`config.mk`:
```
export PLATFORM = sky130hd
export DESIGN_NAME = audio_splitter
export DESIGN_NICKNAME = d
export VERILOG_FILES = /design/src/rtl/audio_splitter.sv
export SDC_FILE = /design/constraint.sdc
export NUM_CORES = 1
export LEC_CHECK = 0
export BUFFER_PORTS_ARGS = -buffer_cell sky130_fd_sc_hd__buf_2
export CORE_MARGIN = 5
export CORE_UTILIZATION = 49
export DETAILED_ROUTE_END_ITERATION = 8
export HOLD_SLACK_MARGIN = 0.15
export PLACE_DENSITY = 0.75
export SLEW_MARGIN = 5
export SYNTH_ARGS = -nofsm -noshare
export SYNTH_HDL_FRONTEND = slang
export SYNTH_SLANG_ARGS = --single-unit
```
`constraint.sdc`:
```
create_clock -name clk -period 2 [get_ports clk]
set_input_delay 0.2 -clock clk [delete_from_list [all_inputs] [get_ports clk]]
set_output_delay 0.2 -clock clk [all_outputs]
set_load 0.02 [all_outputs]
```
`src/rtl/audio_splitter.sv`:
```
// audio_splitter
//   Deinterleaves a serial stream of WIDTH-bit samples (channel order 0..3)
//   into one four-channel frame. One frame is assembled while the previous
//   frame is held at the output. A valid/ready handshake is used on both sides.
//
// Ports:
//   clk, resetn              clock; asynchronous active-low reset
//   in_sample/in_first/in_valid/in_ready
//                            sample input; in_first marks channel 0
//   audio0..audio3           presented frame
//   out_valid/out_ready      output handshake
//   sync_err                 one-cycle pulse after a framing error
//   err_count                saturating framing error count; it is built only
//                            when AUDIO_SPLITTER_ERRCNT_EN is defined and
//                            is tied to 0 otherwise
module audio_splitter #(
  parameter int WIDTH = 8
) (
  input  logic             clk,
  input  logic             resetn,
  input  logic [WIDTH-1:0] in_sample,
  input  logic             in_first,
  input  logic             in_valid,
  output logic             in_ready,
  output logic [WIDTH-1:0] audio0,
  output logic [WIDTH-1:0] audio1,
  output logic [WIDTH-1:0] audio2,
  output logic [WIDTH-1:0] audio3,
  output logic             out_valid,
  input  logic             out_ready,
  output logic             sync_err,
  output logic [7:0]       err_count
);

  typedef enum logic {COLLECT, HOLD} state_t;

  state_t           state_q, state_d;
  logic [1:0]       ch_q, ch_d;
  logic [WIDTH-1:0] asm_q [4];
  logic [WIDTH-1:0] asm_d [4];
  logic [WIDTH-1:0] out_q [4];
  logic [WIDTH-1:0] out_d [4];
  logic             out_valid_q, out_valid_d;
  logic             sync_err_q, sync_err_d;
  logic             accept, xfer, load;

  assign in_ready = (state_q == COLLECT);
  assign accept   = in_valid && in_ready;
  assign xfer     = out_valid_q && out_ready;

  always_comb begin
    state_d    = state_q;
    ch_d       = ch_q;
    asm_d      = asm_q;
    out_d      = out_q;
    sync_err_d = 1'b0;
    load       = 1'b0;

    case (state_q)
      COLLECT: begin
        if (accept) begin
          if (in_first) begin
            // A first marker always restarts the frame; a partial frame is lost.
            asm_d[0]   = in_sample;
            ch_d       = 2'd1;
            sync_err_d = (ch_q != 2'd0);
          end else if (ch_q == 2'd0) begin
            sync_err_d = 1'b1;
          end else begin
            asm_d[ch_q] = in_sample;
            ch_d        = ch_q + 2'd1;
            if (ch_q == 2'd3) begin
              // The ch3 sample is bypassed so that the frame is presented after the same edge.
              if (!out_valid_q || xfer) begin
                load     = 1'b1;
                out_d[0] = asm_q[0];
                out_d[1] = asm_q[1];
                out_d[2] = asm_q[2];
                out_d[3] = in_sample;
              end else begin
                state_d = HOLD;
              end
            end
          end
        end
      end
      HOLD: begin
        if (xfer) begin
          load    = 1'b1;
          out_d   = asm_q;
          ch_d    = 2'd0;
          state_d = COLLECT;
        end
      end
      default: state_d = COLLECT;
    endcase

    if (load)
      out_valid_d = 1'b1;
    else if (xfer)
      out_valid_d = 1'b0;
    else
      out_valid_d = out_valid_q;
  end

  always_ff @(posedge clk or negedge resetn) begin
    if (!resetn) begin
      state_q     <= COLLECT;
      ch_q        <= '0;
      out_valid_q <= 1'b0;
      sync_err_q  <= 1'b0;
      for (int unsigned i = 0; i < 4; i++) begin
        asm_q[i] <= '0;
        out_q[i] <= '0;
      end
    end else begin
      state_q     <= state_d;
      ch_q        <= ch_d;
      out_valid_q <= out_valid_d;
      sync_err_q  <= sync_err_d;
      asm_q       <= asm_d;
      out_q       <= out_d;
    end
  end

  assign audio0    = out_q[0];
  assign audio1    = out_q[1];
  assign audio2    = out_q[2];
  assign audio3    = out_q[3];
  assign out_valid = out_valid_q;
  assign sync_err  = sync_err_q;

`ifdef AUDIO_SPLITTER_ERRCNT_EN
  logic [7:0] err_cnt_q;

  always_ff @(posedge clk or negedge resetn) begin
    if (!resetn)
      err_cnt_q <= '0;
    else if (sync_err_d && (err_cnt_q != 8'hFF))
      err_cnt_q <= err_cnt_q + 8'd1;
  end

  assign err_count = err_cnt_q;
`else
  assign err_count = '0;
`endif

endmodule
```
==> metrics.txt, run 1 <==
Layout Nets=286; Max VDD drop=747 uV; CP endpoint kind=flop; data required time of the critical path=2.20 ns; Slew HR=60.0%; Slew Limit Fails=0; initial core utilization=50.4%; ranking of synthesized cells by area=dfrtp_1 58%, mux2_2 23%, ha_1 3.4%; Setup crit start=ch_q[1]; die height=88.1 um; Worst Path Max Fanout=16; Synth Instances=207; fraction of registers with async set/reset=100%; Pre-antenna DRT Iters=4; Clock Skew=0.00603 ns; first-pass GRT wire length=9.47 mm; Min Clock Period, post-route=1.87 ns; Worst Setup EP=asm_q[30]; hold_sp=in_sample[2]; Static Leak=1.76 nW; Synth top cells by count=69 x dfrtp_1, 61 x mux2_2, 17 x nand2_1; post-DP HPWL=3.90 mm; largest net degree at the start of global routing=33; #FFs+latches synth=69; total power draw=0.00532 W; DRC Markers=0; slowest CP cell=or4b_4; die width=88.1 um; final hold vios=0; Clock Latency Late Sink=0.33 ns; area grow syn2layout=18.0%; htree depth=3; Routed wire per std cell=16.0 um; worst hold path class=input pin to flop; Cell variety after synth=30; FF/Latch Area=0.00173 mm^2; CTS Sinks=69; unrepaired setup endpoints after global routing=no; Synth top area share=57.8%; I/O pins=56; Avg Cell Area, Syn=14.4 um^2; final std cells w/o fill=345; count leader, synth=dfrtp_1; Worst-Margin Slew=0.600 ns; sequential area share after synthesis=57.8%; Yosys top cell by area=dfrtp_1; GRT Total Usage=16.4%; PwrDens=1510 mW/mm^2; RePlAce Congestion=0.765; Row Count=28; Die ar.=0.00776 mm^2; max-cap violations=0; final WL=5.51 mm; grt total ovfl=0; Startpoint Class=flop; multi-input logic area=0.00114 mm^2; R2R Path Start=ch_q[1]; Fillers=483; final setup fails=0; CTS root buffer=clkbuf_8; 1st-iter DRT viols=42; RR Endpoint=asm_q[30]; cells on worst reg2reg path=7; I/O Buffers=47; CTS clock-pin slew for the worst setup and hold paths=0.07 ns; Cell Count Post-Placement=326; Worst R2R Setup Slack=0.13 ns; Max Clk Rate=0.536 GHz; cell repeated most along the worst path=inv_1; worst-path cell chain=inv_1, ha_2, inv_1, ha_1, or4b_4, nand2_1, o21ai_0; outcome=finished clean; Core Region=0.00592 mm^2; Synth Warn #=0; vias in the first global route=1,879; initial antenna violation count=0; number of routed nets with antenna violations=0; EDFF count, synth=0; Post-Syn Area=0.00299 mm^2; vias post-DR=1,740; clk buf depth=2; part of the cycle the worst path needs=93.3%; CP peak stage delay=0.58 ns; Via-to-Cell Ratio=5.04; TritonCTS Buffers=9; Top FF cell, synth=dfrtp_1; Ant. Diodes=0; Setup Crit Path Kind=flop to flop; CTS tree=built; layout cells sized above 1=51.9%; CP arrival=2.07 ns; Setup Fix Bufs, Post-CTS=0
[sequential cells by signal, indices dropped and copies added, names as in the netlist]
register,flops
out_valid,1
audio2,8
sync_err,1
asm_q,32
audio3,8
audio1,8
audio0,8
state_q,1
ch_q,2
[power by group]
part	total (W)	internal (W)	switching, W
combinational	0.00189	0.000896	0.000994
clock	0.00109	0.000607	0.000483
sequential	0.00234	0.00202	0.000321
[per-stage QoR]
step           setup WS (ns)  utilization [%]  setup TNS (ns)  hold WS, ns  cell area (um^2)
5_1_grt               0.0281             59.5               0        0.165              3520
4_1_cts               0.0681             59.5               0        0.151              3520
3_5_place_dp         -0.0756             55.7          -0.543        0.231              3300
6_report               0.134             59.5               0        0.156              3520
3_3_place_gp          0.0191             55.7               0        0.239              3300
2_1_floorplan         0.0771                -               0      -0.0956              3010
[per-layer routing]
layer	vias up	wire length [um]	GRT usage, %
met2	42	2770	26.6
met5	-	0	0
met4	0	124	8.65
met3	9	254	2.92
met1	873	2360	21.0
li1	816	-	-
[logic make-up after synthesis]
kind of cell,count (synthesis),synth area share (%)
AO/OA/AOI/OAI,14,3.52
adder cells (fa/ha/maj),8,3.35
buffers and inverters,21,4.94
flip-flops,69,57.8
multiplexers,66,25.1
other,1,0.126
AND/OR/NAND/NOR,28,5.19
[cells in the final DEF, fill, tap and decap left out, types with 2 or more instances in the layout]
cell type      netlist  layout
dfrtp_1             69      69
mux2_2              61      61
buf_2                0      47
nand2_1             17      17
clkbuf_8             0      10
conb_1               1       8
ha_1                 8       7
o21ai_0              7       6
inv_1                5       5
nand3_2              3       3
o21ai_1              2       3
dlygate4sd3_1        0       3
buf_12               0       3
buf_4                8       3
mux2_4               2       2
mux2i_1              2       2
clkbuf_1             1       2
clkinv_2             0       2
[worst max-delay path: cells and delay by family (launching register included)]
family,cells,cell delay [ns]
compound gates,1,0.09
fa+ha+maj,2,0.38
buf+inv,2,0.17
flops,1,0.42
simple gates,2,0.68
[area by class of cell]
class,instances,area share [%]
Clock inverter,4,1.35
Inverter,5,0.532
Clock buffer,12,4.12
Tap cell,75,2.66
Multi-Input combinational cell,124,32.5
Sequential cell,69,49.0
Timing Repair Buffer,56,9.87
[what timing repair did]
action / 4_1_cts / 5_1_grt
hold buffers: 3 / 0
hold endpoints to repair: 25 / 0
gates resized for setup: 1 / 2
pin swaps: 0 / 1
endpoints found under the setup margin: 8 / 7
[worst min path at each step]
stage                 to  slack [ns]  depth (start not counted)
2_1_floorplan   asm_q[0]        -0.1                          0
3_3_place_gp   asm_q[11]        0.24                          1
3_5_place_dp   asm_q[19]        0.23                          1
4_1_cts        asm_q[23]        0.15                          2
5_1_grt        asm_q[14]        0.17                          2
6_report       asm_q[26]        0.16                          3
Note: power is estimated with default switching activity, not from simulation.
==> run 2, diff against run 1 <==
--- a/config.mk
+++ b/config.mk
@@ -8,9 +8,11 @@
 export BUFFER_PORTS_ARGS = -buffer_cell sky130_fd_sc_hd__buf_2
 export CORE_MARGIN = 5
 export CORE_UTILIZATION = 49
+export CTS_CLUSTER_SIZE = 16
 export DETAILED_ROUTE_END_ITERATION = 8
 export HOLD_SLACK_MARGIN = 0.15
 export PLACE_DENSITY = 0.75
+export REMOVE_ABC_BUFFERS = 1
 export SLEW_MARGIN = 5
 export SYNTH_ARGS = -nofsm -noshare
 export SYNTH_HDL_FRONTEND = slang
==> run 2 against run 1 <==
- sequential share of layout area down 1.4 points
- via count up 2.2%
- routed wire length down 0.71%
- design area up 3.0%
- critical path depth down 1
- worst hold slack better by 0.040 ns
- critical path type unchanged
- largest cell class unchanged
- largest power group unchanged
==> metrics.txt, run 2 (synthesis results as in run 1) <==
layout cells sized above 1=50.7%; part of the cycle the worst path needs=95.7%; CTS root buffer=clkbuf_8; initial antenna violation count=0; number of routed nets with antenna violations=0; worst hold path class=input pin to flop; Die ar.=0.00776 mm^2; Slew Limit Fails=0; commonest non-fill, non-tap cell in the layout=dfrtp_1; worst-path cell chain=inv_1, ha_1, nor2_1, a41oi_4, buf_12, mux2_1; PwrDens=1530 mW/mm^2; sequential share of power=42.4%; Via-to-Cell Ratio=5.07; largest net degree at the start of global routing=70; Buf+Inv Stages, Crit Path=2; Row Count=28; CP endpoint kind=flop; 1st-iter DRT viols=43; Pre-antenna DRT Iters=4; TritonCTS Buffers=9; Worst Path Max Fanout=26; first-pass GRT wire length=9.08 mm; slowest CP cell=dfrtp_1; Largest register FFs=32; RePlAce Congestion=0.811; most frequent cells in the layout=69 x dfrtp_1, 61 x mux2_2, 47 x buf_2; die height=88.1 um; vias post-DR=1,779; final std cells w/o fill=351; die width=88.1 um; final WL=5.47 mm; area grow syn2layout=21.5%; cell area after layout=0.00363 mm^2; Startpoint Class=flop; Min Clock Period, post-route=1.91 ns; Setup Crit Path Kind=flop to flop; Static Leak=1.81 nW; Clock Skew=0.00395 ns; vias in the first global route=1,898; Cell Count Post-Placement=324; CTS Sinks=69; unrepaired setup endpoints after global routing=no; Routed wire per std cell=15.6 um; CP delay by family, top=flip-flops; CP peak stage delay=0.40 ns; htree depth=3; Max VDD drop=831 uV; initial core utilization=50.4%; final hold vios=0; grt total ovfl=0; Ant. Diodes=0; Layout Nets=292; I/O Buffers=47; switching pwr=0.00180 W; max-cap violations=0; Clock Latency Late Sink=0.34 ns; CTS tree=built; Pint=0.00374 W; clock network fraction of total power=24.0%; DRC Markers=0; data required time of the critical path=2.22 ns; Max Clk Rate=0.522 GHz; clk buf depth=2; Comb power frac=33.6%; Reg with most FFs=asm_q; outcome=finished clean; CTS clock-pin slew for the worst setup and hold paths=0.07 ns; CP arrival=2.14 ns; post-DP HPWL=3.69 mm; final setup fails=0; GRT Total Usage=16.0%; I/O pins=56; dpl cell area=0.00327 mm^2; switching part of the total=32.5%; Core Region=0.00592 mm^2; setup TNS=0 ns
## run 2: layer usage
layer | GRT usage [%] | up-vias | share of wire [%]
met5 | 0 | - | 0
li1 | - | 833 | -
met3 | 4.89 | 11 | 6.0
met4 | 8.24 | 0 | 2.3
met1 | 18.0 | 890 | 41
met2 | 27.3 | 45 | 51
## run 2: final cells by class
class | count | area [um^2]
Tap cell | 75 | 93.8
Multi-Input combinational cell | 125 | 1160
Inverter | 5 | 18.8
Sequential cell | 69 | 1730
Clock buffer | 13 | 179
Timing Repair Buffer | 61 | 390
Clock inverter | 3 | 65.1
Fill cell | 480 | 2290
## run 2: power groups by stage
stage | combinational, W | clock (W) | sequential (W)
6_report | 0.00186 | 0.00133 | 0.00235
5_1_grt | 0.00202 | 0.00144 | 0.00243
4_1_cts | 0.00188 | 0.00137 | 0.00236
3_5_place_dp | 0.00185 | 0 | 0.00239
3_3_place_gp | 0.00180 | 0 | 0.00235
2_1_floorplan | 0.000910 | 0 | 0.00268
## run 2: final timing paths
| path | from | endpoint | slack, ns | cells after the start |
|---|---|---|---|---|
| max | ch_q[0] | audio2[0] | 0.09 | 6 |
| min reg2reg | asm_q[31] | asm_q[31] | 0.48 | 2 |
| max in group asynchronous | resetn | audio3[7] | 1.31 | 3 |
| max reg2reg | ch_q[0] | audio2[0] | 0.09 | 6 |
| min | in_first | asm_q[27] | 0.20 | 3 |
| min in group asynchronous | resetn | audio2[6] | 0.40 | 3 |
## run 2: stage by stage
| step | hold WS (ns) | util [%] | power (W) | worst slack, ns |
|---|---|---|---|---|
| 2_1_floorplan | -0.0956 | - | 0.00359 | -0.0160 |
| 3_3_place_gp | 0.248 | 55.2 | 0.00415 | -0.0138 |
| 3_5_place_dp | 0.249 | 55.2 | 0.00423 | -0.134 |
| 4_1_cts | 0.186 | 61.1 | 0.00560 | 0.0388 |
| 5_1_grt | 0.199 | 61.3 | 0.00590 | 0.00615 |
| 6_report | 0.196 | 61.3 | 0.00554 | 0.0855 |
## run 2: worst reg2reg max path, delay by kind of cell, from the launching register on
kind	cells	cell delay, ns
flip-flops	1	0.40
AND/OR/NAND/NOR	1	0.32
multiplexers	1	0.32
buffers and inverters	2	0.31
adder cells (fa/ha/maj)	1	0.25
AO/OA/AOI/OAI	1	0.20
## run 2: what timing repair did
item	4_1_cts	5_1_grt
cloned	0	1
hold endpoints to repair	91	0
pin swaps	0	1
resized for setup	1	1
endpoints found under the setup margin	8	8
hold buffers	10	0
buffers inserted	0	0
